<file path="config.mk">
export PLATFORM = sky130hd
export DESIGN_NAME = piso_frame_serializer
export DESIGN_NICKNAME = d
export VERILOG_FILES = /design/src/rtl/piso_frame_serializer.sv
export SDC_FILE = /design/constraint.sdc
export NUM_CORES = 1
export LEC_CHECK = 0
export BUFFER_PORTS_ARGS = -buffer_cell sky130_fd_sc_hd__buf_4
export CELL_PAD_IN_SITES_DETAIL_PLACEMENT = 1
export CELL_PAD_IN_SITES_GLOBAL_PLACEMENT = 1
export CORE_MARGIN = 2
export CORE_UTILIZATION = 30
export CTS_CLUSTER_DIAMETER = 30
export CTS_CLUSTER_SIZE = 12
export DETAILED_ROUTE_END_ITERATION = 12
export PLACE_DENSITY_LB_ADDON = 0.1
export SLEW_MARGIN = 10
export SYNTH_ARGS = -nofsm -noshare
export SYNTH_HDL_FRONTEND = slang
export SYNTH_SLANG_ARGS = --single-unit
</file>
<file path="constraint.sdc">
create_clock -name Clk -period 1.4 [get_ports Clk]
set_input_delay 0.21 -clock Clk [delete_from_list [all_inputs] [get_ports Clk]]
set_output_delay 0.21 -clock Clk [all_outputs]
set_load 0.02 [all_outputs]
</file>
<file path="src/rtl/piso_frame_serializer.sv">
// piso_frame_serializer: parallel-in, serial-out frame transmitter.
// Accepts a WIDTH-bit word over valid/ready, shifts it out MSB first on BitOut
// with a one-cycle BitValid strobe at the start of each SHIFT_DIV-cycle bit period.
// Optional feature macro: PISO_PARITY_EN appends one even-parity bit period.
module piso_frame_serializer #(
  parameter int unsigned WIDTH     = 6,
  parameter int unsigned SHIFT_DIV = 1
) (
  input  logic             Clk,
  input  logic             Rst,
  input  logic [WIDTH-1:0] LoadData,
  input  logic             LoadValid,
  output logic             LoadReady,
  input  logic             Abort,
  output logic             BitOut,
  output logic             BitValid,
  output logic             Busy,
  output logic             FrameDone
);

`ifdef PISO_PARITY_EN
  localparam int unsigned NBITS = WIDTH + 1;
`else
  localparam int unsigned NBITS = WIDTH;
`endif
  localparam int unsigned BW = $clog2(NBITS + 1);
  localparam int unsigned DW = $clog2(SHIFT_DIV + 1);

  localparam logic [BW-1:0] NBITS_L  = BW'(NBITS);
  localparam logic [DW-1:0] DIV_LAST = DW'(SHIFT_DIV - 1);

  localparam logic [0:0] IDLE  = 1'b0;
  localparam logic [0:0] SHIFT = 1'b1;

  logic [0:0]       state_q, state_d;
  logic [NBITS-1:0] sh_q, sh_d;
  logic [BW-1:0]    bits_q, bits_d;
  logic [DW-1:0]    div_q, div_d;
  logic             bo_q, bo_d;
  logic             bv_q, bv_d;
  logic             done_q, done_d;
  logic [NBITS-1:0] frame_word;

  // Full bit sequence of one frame, MSB transmitted first.
`ifdef PISO_PARITY_EN
  assign frame_word = {LoadData, ^LoadData};
`else
  assign frame_word = LoadData;
`endif

  assign LoadReady = (state_q == IDLE);
  assign Busy      = (state_q == SHIFT);
  assign BitOut    = bo_q;
  assign BitValid  = bv_q;
  assign FrameDone = done_q;

  // Next-state logic: the first bit is placed on BitOut at the accepting edge,
  // so the shift register only holds the bits still to be sent.
  always_comb begin
    state_d = state_q;
    sh_d    = sh_q;
    bits_d  = bits_q;
    div_d   = div_q;
    bo_d    = bo_q;
    bv_d    = 1'b0;
    done_d  = 1'b0;
    if (state_q == IDLE) begin
      bo_d = 1'b0;
      if (LoadValid && !Abort) begin
        state_d = SHIFT;
        sh_d    = frame_word << 1;
        bits_d  = NBITS_L;
        div_d   = '0;
        bo_d    = frame_word[NBITS-1];
        bv_d    = 1'b1;
      end
    end else begin
      if (Abort) begin
        state_d = IDLE;
        sh_d    = '0;
        bits_d  = '0;
        div_d   = '0;
        bo_d    = 1'b0;
      end else if (div_q == DIV_LAST) begin
        if (bits_q == BW'(1)) begin
          state_d = IDLE;
          sh_d    = '0;
          bits_d  = '0;
          div_d   = '0;
          bo_d    = 1'b0;
          done_d  = 1'b1;
        end else begin
          bits_d = bits_q - BW'(1);
          bo_d   = sh_q[NBITS-1];
          sh_d   = sh_q << 1;
          div_d  = '0;
          bv_d   = 1'b1;
        end
      end else begin
        div_d = div_q + DW'(1);
      end
    end
  end

  // State and output registers, cleared asynchronously by active-low Rst.
  always_ff @(posedge Clk or negedge Rst) begin
    if (!Rst) begin
      state_q <= IDLE;
      sh_q    <= '0;
      bits_q  <= '0;
      div_q   <= '0;
      bo_q    <= 1'b0;
      bv_q    <= 1'b0;
      done_q  <= 1'b0;
    end else begin
      state_q <= state_d;
      sh_q    <= sh_d;
      bits_q  <= bits_d;
      div_q   <= div_d;
      bo_q    <= bo_d;
      bv_q    <= bv_d;
      done_q  <= done_d;
    end
  end

endmodule

</file>
==> results_dict.tcl, run 1 <==
set metrics [dict create \
    place_inst 92 \
    first_pass_iters 2 \
    syn_area_um2 561 \
    avgSynthCellArea_um2 10.4 \
    numClockSinks 11 \
    htreeDepth 1 \
    wirelength_um 1320 \
    core_mm2 0.00175 \
    yosysWarnings 0 \
    final_hold_viol_count 0 \
    die_w_um 47.2 \
    yosysUniqueCellTypes 24 \
    die_y_um 47.2 \
    numCtsBuffers 3 \
    antenna_left 0 \
    finalSetupTns_ns 0 \
    yosys.cell_count.top_type "dfrtp_1" \
    drive_gt1_share_pct 36.1 \
    finalCriticalPeriod_ns 1.30 \
    slew_viol_final 0 \
    portBuffers 14 \
    syn2layout_area_growth_pct 29.5 \
    tightestPinTransition_ns 0.330 \
    cts_tree "built" \
    p_leak_nw 0.332 \
    ys_async_sr_fraction_pct 100 \
    route.detailed.drc 0 \
    hold_path.class "in -> reg" \
    synth_top_area_share_pct 49.1 \
    synth_area_leaders "dfrtp_1, a32oi_1, a21oi_1, ha_1, nor3_1" \
    synth_area_leader_cell "dfrtp_1" \
    critPathKind "reg -> out" \
    wl_per_cell_um 13.6 \
    irDropWorstVdd_mv 0.802 \
    grt_pass1_wl_um 2130 \
    pin_count 15 \
    ys_ff_latch 11 \
    worstSetupEndpointType "output port" \
    slew_headroom_pct 78.0 \
    dp_hpwl_um 936 \
    synth_edf_count 0 \
    outcome "completed" \
    gr-total-overflow 0 \
    setup_slack_ns 0.103 \
    hold_slack_ns 0.131 \
    post-cts-setup-buffers 0 \
    syn-num-nets 66 \
    crit_fanout 10 \
    synth_seq_area_share_pct 49.1 \
    clock_skew_ns 0.000990 \
    antenna_found_initial 0 \
    grt_max_degree 12 \
    start_util_pct 32.1 \
    power_density_mw_per_mm2 2010 \
    drt-vias-per-instance 4.95 \
    crit_arrival_ns 1.09 \
    grt_use_total_pct 14.4 \
    final_util_pct 41.6 \
    row_count 15 \
    fmax_ghz 0.771 \
    drtIter0Drc 4 \
    final_net_count 85 \
    fin_crit_sh_pct 92.7 \
    maxCapViolCount 0 \
    cts_root_buf "clkbuf_4" \
    grt_pass1_vias 470 \
    place_ws_ns 0.126 \
    path_clk_slew_ns 0.07 \
    required_ns 1.19 \
    layout.cells.non_filler 97 \
    synthFlopType "dfrtp_1" \
    die_area_mm2 0.00223 \
    clock_latency_ns 0.27 \
    antennaDiodeCount 0 \
    clockBufferDepth 2 \
    vias 480 \
    finalSetupViolCount 0 \
    place.gp.congestion 0.694 \
    rsz0062_at_grt "false" \
    ys_top_cells_by_count "dfrtp_1, a21oi_1, nor3_1" \
    cp-start-kind "register" \
    fillers 215 \
    syn-instance-count 54 \
]
[worst paths after layout]
check | start | endpoint | slack [ns] | cells past startpoint
hold reg to reg | bits_q[1] | bits_q[1] | 0.52 | 2
max in group asynchronous | Rst | sh_q[2] | 0.94 | 2
min in group asynchronous | Rst | BitValid | 0.30 | 2
setup reg to reg | bits_q[1] | sh_q[4] | 0.12 | 5
setup / recovery | BitValid | LoadReady | 0.10 | 2
hold / removal | Abort | BitOut | 0.13 | 2
[critical path, stage by stage, from the launching register on]
cell	delay, ns
dfrtp_1	0.43
clkinv_2	0.18
buf_4	0.20
[per-stage QoR]
step,instance area (um2),total power [W]
global placement,688,0.00123
CTS,726,0.00148
finish,726,0.00146
floorplan,561,0.00101
detailed placement,688,0.00124
global route,726,0.00158
[what timing repair did]
action                                 4_1_cts  5_1_grt
endpoints found under the hold margin       11        0
resized for setup                            1        0
hold buffers                                 1        0
setup endpoints to repair                    1        0
[report_power, final]
part           internal (W)  switching [W]
clock network      0.000111       0.000118
registers          0.000451      0.0000862
logic              0.000311       0.000381
total              0.000872       0.000585
[cells by family (layout without fill, tap and decap cells)]
| logic type | count (synthesis) | after routing | share of synthesized area (%) |
|---|---|---|---|
| AOI/OAI and AO/OA | 16 | 16 | 18.5 |
| and+or+nand+nor | 15 | 15 | 16.5 |
| DFF | 11 | 11 | 49.1 |
| buffers and inverters | 9 | 27 | 9.60 |
| adders and majority gates | 2 | 2 | 4.46 |
| muxes | 1 | 1 | 1.79 |
[cell usage in the layout, fill, tap and decap left out, drive strengths merged, types with 2 or more instances in the layout]
cell	count
a21oi	6
a32oi	4
buf	18
clkbuf	4
dfrtp	11
ha	2
inv	3
nand2b	2
nand3	3
nor3	5
o21ai	4
[cell type report]
cell class                      count  area (um2)  area share [%]
Clock buffer                        4        26.3            3.62
Inverter                            4        16.3            2.24
Multi-Input combinational cell     34         231            31.9
Sequential cell                    11         275            37.9
Tap cell                           25        31.3            4.31
Timing Repair Buffer               19         145            20.0
[flip-flops by register name (all words and copies together) (netlist names)]
name,cells
sh_q,5
FrameDone,1
bits_q,3
BitValid,1
BitOut,1
[metal layers]
| layer | track usage, % | wire length (um) | share of wire, % |
|---|---|---|---|
| met5 | 0 | 0 | 0 |
| met4 | 8.33 | 19 | 1.4 |
| met3 | 2.31 | 81 | 6.2 |
| met2 | 21.1 | 554 | 42 |
| met1 | 19.9 | 662 | 50 |
Note: power is estimated with default switching activity, not from simulation.
==> run 2: changes to the inputs <==
--- a/config.mk
+++ b/config.mk
@@ -13,6 +13,7 @@
 export CTS_CLUSTER_DIAMETER = 30
 export CTS_CLUSTER_SIZE = 12
 export DETAILED_ROUTE_END_ITERATION = 12
+export GPL_TIMING_DRIVEN = 0
 export PLACE_DENSITY_LB_ADDON = 0.1
 export SLEW_MARGIN = 10
 export SYNTH_ARGS = -nofsm -noshare
==> results_dict.tcl, run 2 (synthesis gave the netlist of run 1 again) <==
set metrics [dict create \
    outcome "completed" \
    finalCriticalPeriod_ns 1.31 \
    crit_arrival_ns 1.10 \
    maxCapViolCount 0 \
    start_util_pct 32.1 \
    reg.largest.list "sh_q x5, bits_q x3" \
    crit_buf_inv 3 \
    dp_hpwl_um 932 \
    final_hold_viol_count 0 \
    cts_tree "built" \
    pin_count 15 \
    clockBufferDepth 2 \
    grt_max_degree 12 \
    wl_met1_um 588 \
    cts_root_buf "clkbuf_4" \
    mostFrequentLayoutCells "buf_4, dfrtp_1, a21oi_1, nor3_1, a32oi_1" \
    place_inst 93 \
    clock_skew_ns 0.00210 \
    die_w_um 47.2 \
    hold_slack_ns 0.141 \
    core_mm2 0.00175 \
    hold_path.class "in -> reg" \
    antenna_left 0 \
    largest_reg_flops 5 \
    p_leak_nw 0.334 \
    cp-start-kind "register" \
    grt_pass1_wl_um 2130 \
    vias 461 \
    largest-register "sh_q" \
    final_net_count 85 \
    drtIter0Drc 1 \
    final_area_um2 737 \
    wirelength_um 1300 \
    slew_headroom_pct 83.6 \
    finalSetupViolCount 0 \
    gr-total-overflow 0 \
    layout.cells.non_filler 97 \
    place_ws_ns 0.0241 \
    cp_slowest_cell "dfrtp_1" \
    drive_gt1_share_pct 37.5 \
    tightestPinTransition_ns 0.243 \
    path_clk_slew_ns 0.07 \
    die_area_mm2 0.00223 \
    syn2layout_area_growth_pct 31.5 \
    antennaDiodeCount 0 \
    fmax_ghz 0.761 \
    mostFrequentLayoutCell "buf_4" \
    highest_layer "met3" \
    first_pass_iters 4 \
    numClockSinks 11 \
    critPathKind "reg -> out" \
    htreeDepth 1 \
    dr_wl_met2_um 621 \
    grt_use_total_pct 14.1 \
    wl_per_cell_um 13.4 \
    worstSetupEndpointType "output port" \
    placed_area_um2 697 \
    setup_slack_ns 0.0858 \
    power_density_mw_per_mm2 2000 \
    clock_latency_ns 0.27 \
    cp_top_family "buffers and inverters" \
    drt-vias-per-instance 4.75 \
    slowest_delay_ns 0.40 \
    row_count 15 \
    irDropWorstVdd_mv 0.771 \
    met3_length_um 85 \
    rsz0062_at_grt "false" \
    grt_pass1_vias 482 \
    numCtsBuffers 3 \
    required_ns 1.19 \
    slew_viol_final 0 \
    fin_crit_sh_pct 93.9 \
    place.gp.congestion 0.628 \
    die_y_um 47.2 \
    portBuffers 14 \
    path_cells "buf_6, clkinv_4, buf_4" \
    crit_fanout 10 \
    route.detailed.drc 0 \
    antenna_found_initial 0 \
    finalSetupTns_ns 0 \
]
[run 2: per-stage QoR]
step                power [W]  utilization [%]
finish                0.00147             42.2
global route          0.00160             42.2
CTS                   0.00149             42.3
detailed placement    0.00124             39.9
global placement      0.00123             39.9
floorplan             0.00101                -
[run 2: worst paths after layout]
kind                            startpoint         to  slack (ns)  depth (start not counted)
worst min-delay path                 Abort     BitOut        0.14                          2
min in group asynchronous              Rst  bits_q[2]        0.31                          2
worst max-delay path              BitValid  LoadReady        0.09                          3
worst max register to register   bits_q[0]  bits_q[2]        0.18                          5
max in group asynchronous              Rst    sh_q[3]        0.94                          2
worst min register to register   bits_q[1]  bits_q[1]        0.52                          2
[run 2: repair_timing]
action | in CTS | in global routing
pin swaps | 0 | 0
endpoints found under the setup margin | 1 | 7
endpoints found under the hold margin | 11 | 0
buffers inserted | 0 | 0
resized for setup | 2 | 1
hold buffers | 1 | 0
[run 2: cell type report]
type	count	area (um2)
Timing Repair Buffer	15	115
Inverter	4	20.0
Sequential cell	11	275
Clock buffer	4	26.3
Tap cell	25	31.3
Fill cell	220	1010
Multi-Input combinational cell	34	234
Buffer	4	35.0
[run 2: worst reg2reg max path, delay by kind of cell (launching register included)]
family          cells  cell delay [ns]
compound gates      2             0.20
fa+ha+maj           1             0.17
simple gates        1             0.28
buf+inv             1             0.11
flops               1             0.38
[run 2: power breakdown]
part	leakage, nW	internal [W]	switching [W]
combinational	0.182	0.000323	0.000394
clock	0.0150	0.000110	0.000108
sequential	0.137	0.000452	0.0000841
total	0.334	0.000885	0.000586
[run 2: per-layer routing]
layer	GRT usage [%]	vias to the layer above
li1	-	225
met1	17.1	219
met2	23.2	17
met3	5.77	0
met4	3.33	0
met5	0	-
==> run 3: changes to the inputs <==
==> constraint.sdc (replaced) <==
create_clock -name Clk -period 1.6 [get_ports Clk]
set_input_delay 0.24 -clock Clk [delete_from_list [all_inputs] [get_ports Clk]]
set_output_delay 0.24 -clock Clk [all_outputs]
set_load 0.02 [all_outputs]
==> results_dict.tcl, run 3 (synthesis gave the netlist of run 1 again) <==
set metrics [dict create \
    reg.largest.list "sh_q x5, bits_q x3" \
    final_hold_viol_count 0 \
    grt_max_degree 12 \
    place_inst 93 \
    die_area_mm2 0.00223 \
    clock_latency_ns 0.26 \
    numClockSinks 11 \
    fmax_ghz 0.710 \
    rsz0062_at_grt "false" \
    die_y_um 47.2 \
    grt_pass1_vias 482 \
    drive_gt1_share_pct 35.6 \
    route.detailed.drc 0 \
    p_leak_nw 0.334 \
    final_util_pct 42.1 \
    antennaDiodeCount 0 \
    cp-start-kind "register" \
    critPathKind "reg -> out" \
    finalSetupViolCount 0 \
    fin_crit_sh_pct 88.1 \
    power_density_mw_per_mm2 1730 \
    cts_tree "built" \
    numCtsBuffers 3 \
    largest-register "sh_q" \
    grt_use_total_pct 14.1 \
    first_pass_iters 3 \
    final_net_count 86 \
    layout.cells.non_filler 98 \
    placed_area_um2 697 \
    crit_arrival_ns 1.17 \
    clockBufferDepth 2 \
    vias 475 \
    pin_count 15 \
    final_area_um2 734 \
    cts_root_buf "clkbuf_4" \
    slew_headroom_pct 76.8 \
    row_count 15 \
    largest_reg_flops 5 \
    post-cts-setup-buffers 0 \
    core_mm2 0.00175 \
    dp_hpwl_um 932 \
    start_util_pct 32.1 \
    maxCapViolCount 0 \
    hold_path.class "in -> reg" \
    tightestPinTransition_ns 0.348 \
    mostFrequentLayoutCell "buf_4" \
    place.gp.congestion 0.628 \
    worstSetupEndpointType "output port" \
    finalCriticalPeriod_ns 1.41 \
    slew_viol_final 0 \
    irDropWorstVdd_mv 0.669 \
    mostFrequentLayoutCells "buf_4, dfrtp_1, a21oi_1, nor3_1, a32oi_1" \
    crit_fanout 10 \
    drt-vias-per-instance 4.85 \
    gr-total-overflow 0 \
    finalSetupTns_ns 0 \
    portBuffers 14 \
    htreeDepth 1 \
    drtIter0Drc 2 \
    required_ns 1.36 \
    grt_pass1_wl_um 2130 \
    die_w_um 47.2 \
    clock_skew_ns 0.000878 \
    syn2layout_area_growth_pct 31.0 \
    antenna_found_initial 0 \
    antenna_left 0 \
    wl_per_cell_um 12.9 \
    outcome "completed" \
    path_clk_slew_ns 0.07 \
    wirelength_um 1270 \
    hold_slack_ns 0.176 \
    fillers 221 \
]
[run 3: report_power, final]
part	switching, W	internal (W)
Clock	0.0000902	0.0000965
Sequential	0.0000726	0.000395
Combinational	0.000339	0.000278
Total	0.000501	0.000769
[run 3: critical path, cell delays in order, from the launching register on]
cell	delay (ns)
dfrtp_1	0.40
buf_6	0.16
clkinv_2	0.15
buf_4	0.20
[run 3: timing repair]
action,in CTS,in global routing
hold buffers,1,0
endpoints found under the setup margin,1,0
gates resized for setup,1,0
hold endpoints to repair,11,0
[run 3: per-stage QoR]
stage	worst slack (ns)	power [W]
detailed placement	0.224	0.00109
global route	0.0709	0.00139
finish	0.191	0.00127
floorplan	0.257	0.000886
CTS	0.159	0.00130
global placement	0.234	0.00108
[run 3: cell type report]
class / count / area, um2 / area share (%)
Sequential cell: 11 / 275 / 37.5
Multi-Input combinational cell: 34 / 231 / 31.5
Timing Repair Buffer: 15 / 115 / 15.7
Buffer: 5 / 38.8 / 5.28
Tap cell: 25 / 31.3 / 4.26
Clock buffer: 4 / 26.3 / 3.58
Inverter: 4 / 16.3 / 2.21
[run 3: path summary, 6_finish.rpt]
kind                       startpoint   endpoint  slack, ns  cells past startpoint
max                          BitValid  LoadReady       0.19                      3
max reg2reg                 bits_q[0]    sh_q[3]       0.23                      5
max in group asynchronous         Rst    sh_q[3]       1.11                      2
min reg2reg                 bits_q[1]  bits_q[1]       0.52                      2
min in group asynchronous         Rst  bits_q[1]       0.35                      2
min                             Abort     BitOut       0.18                      2
[run 3: per-layer routing]
layer	track usage [%]	share of wire, %	wire [um]
met3	5.77	4.9	62
met5	0	0	0
met2	23.2	49	619
met4	3.33	0	0
met1	17.1	46	585
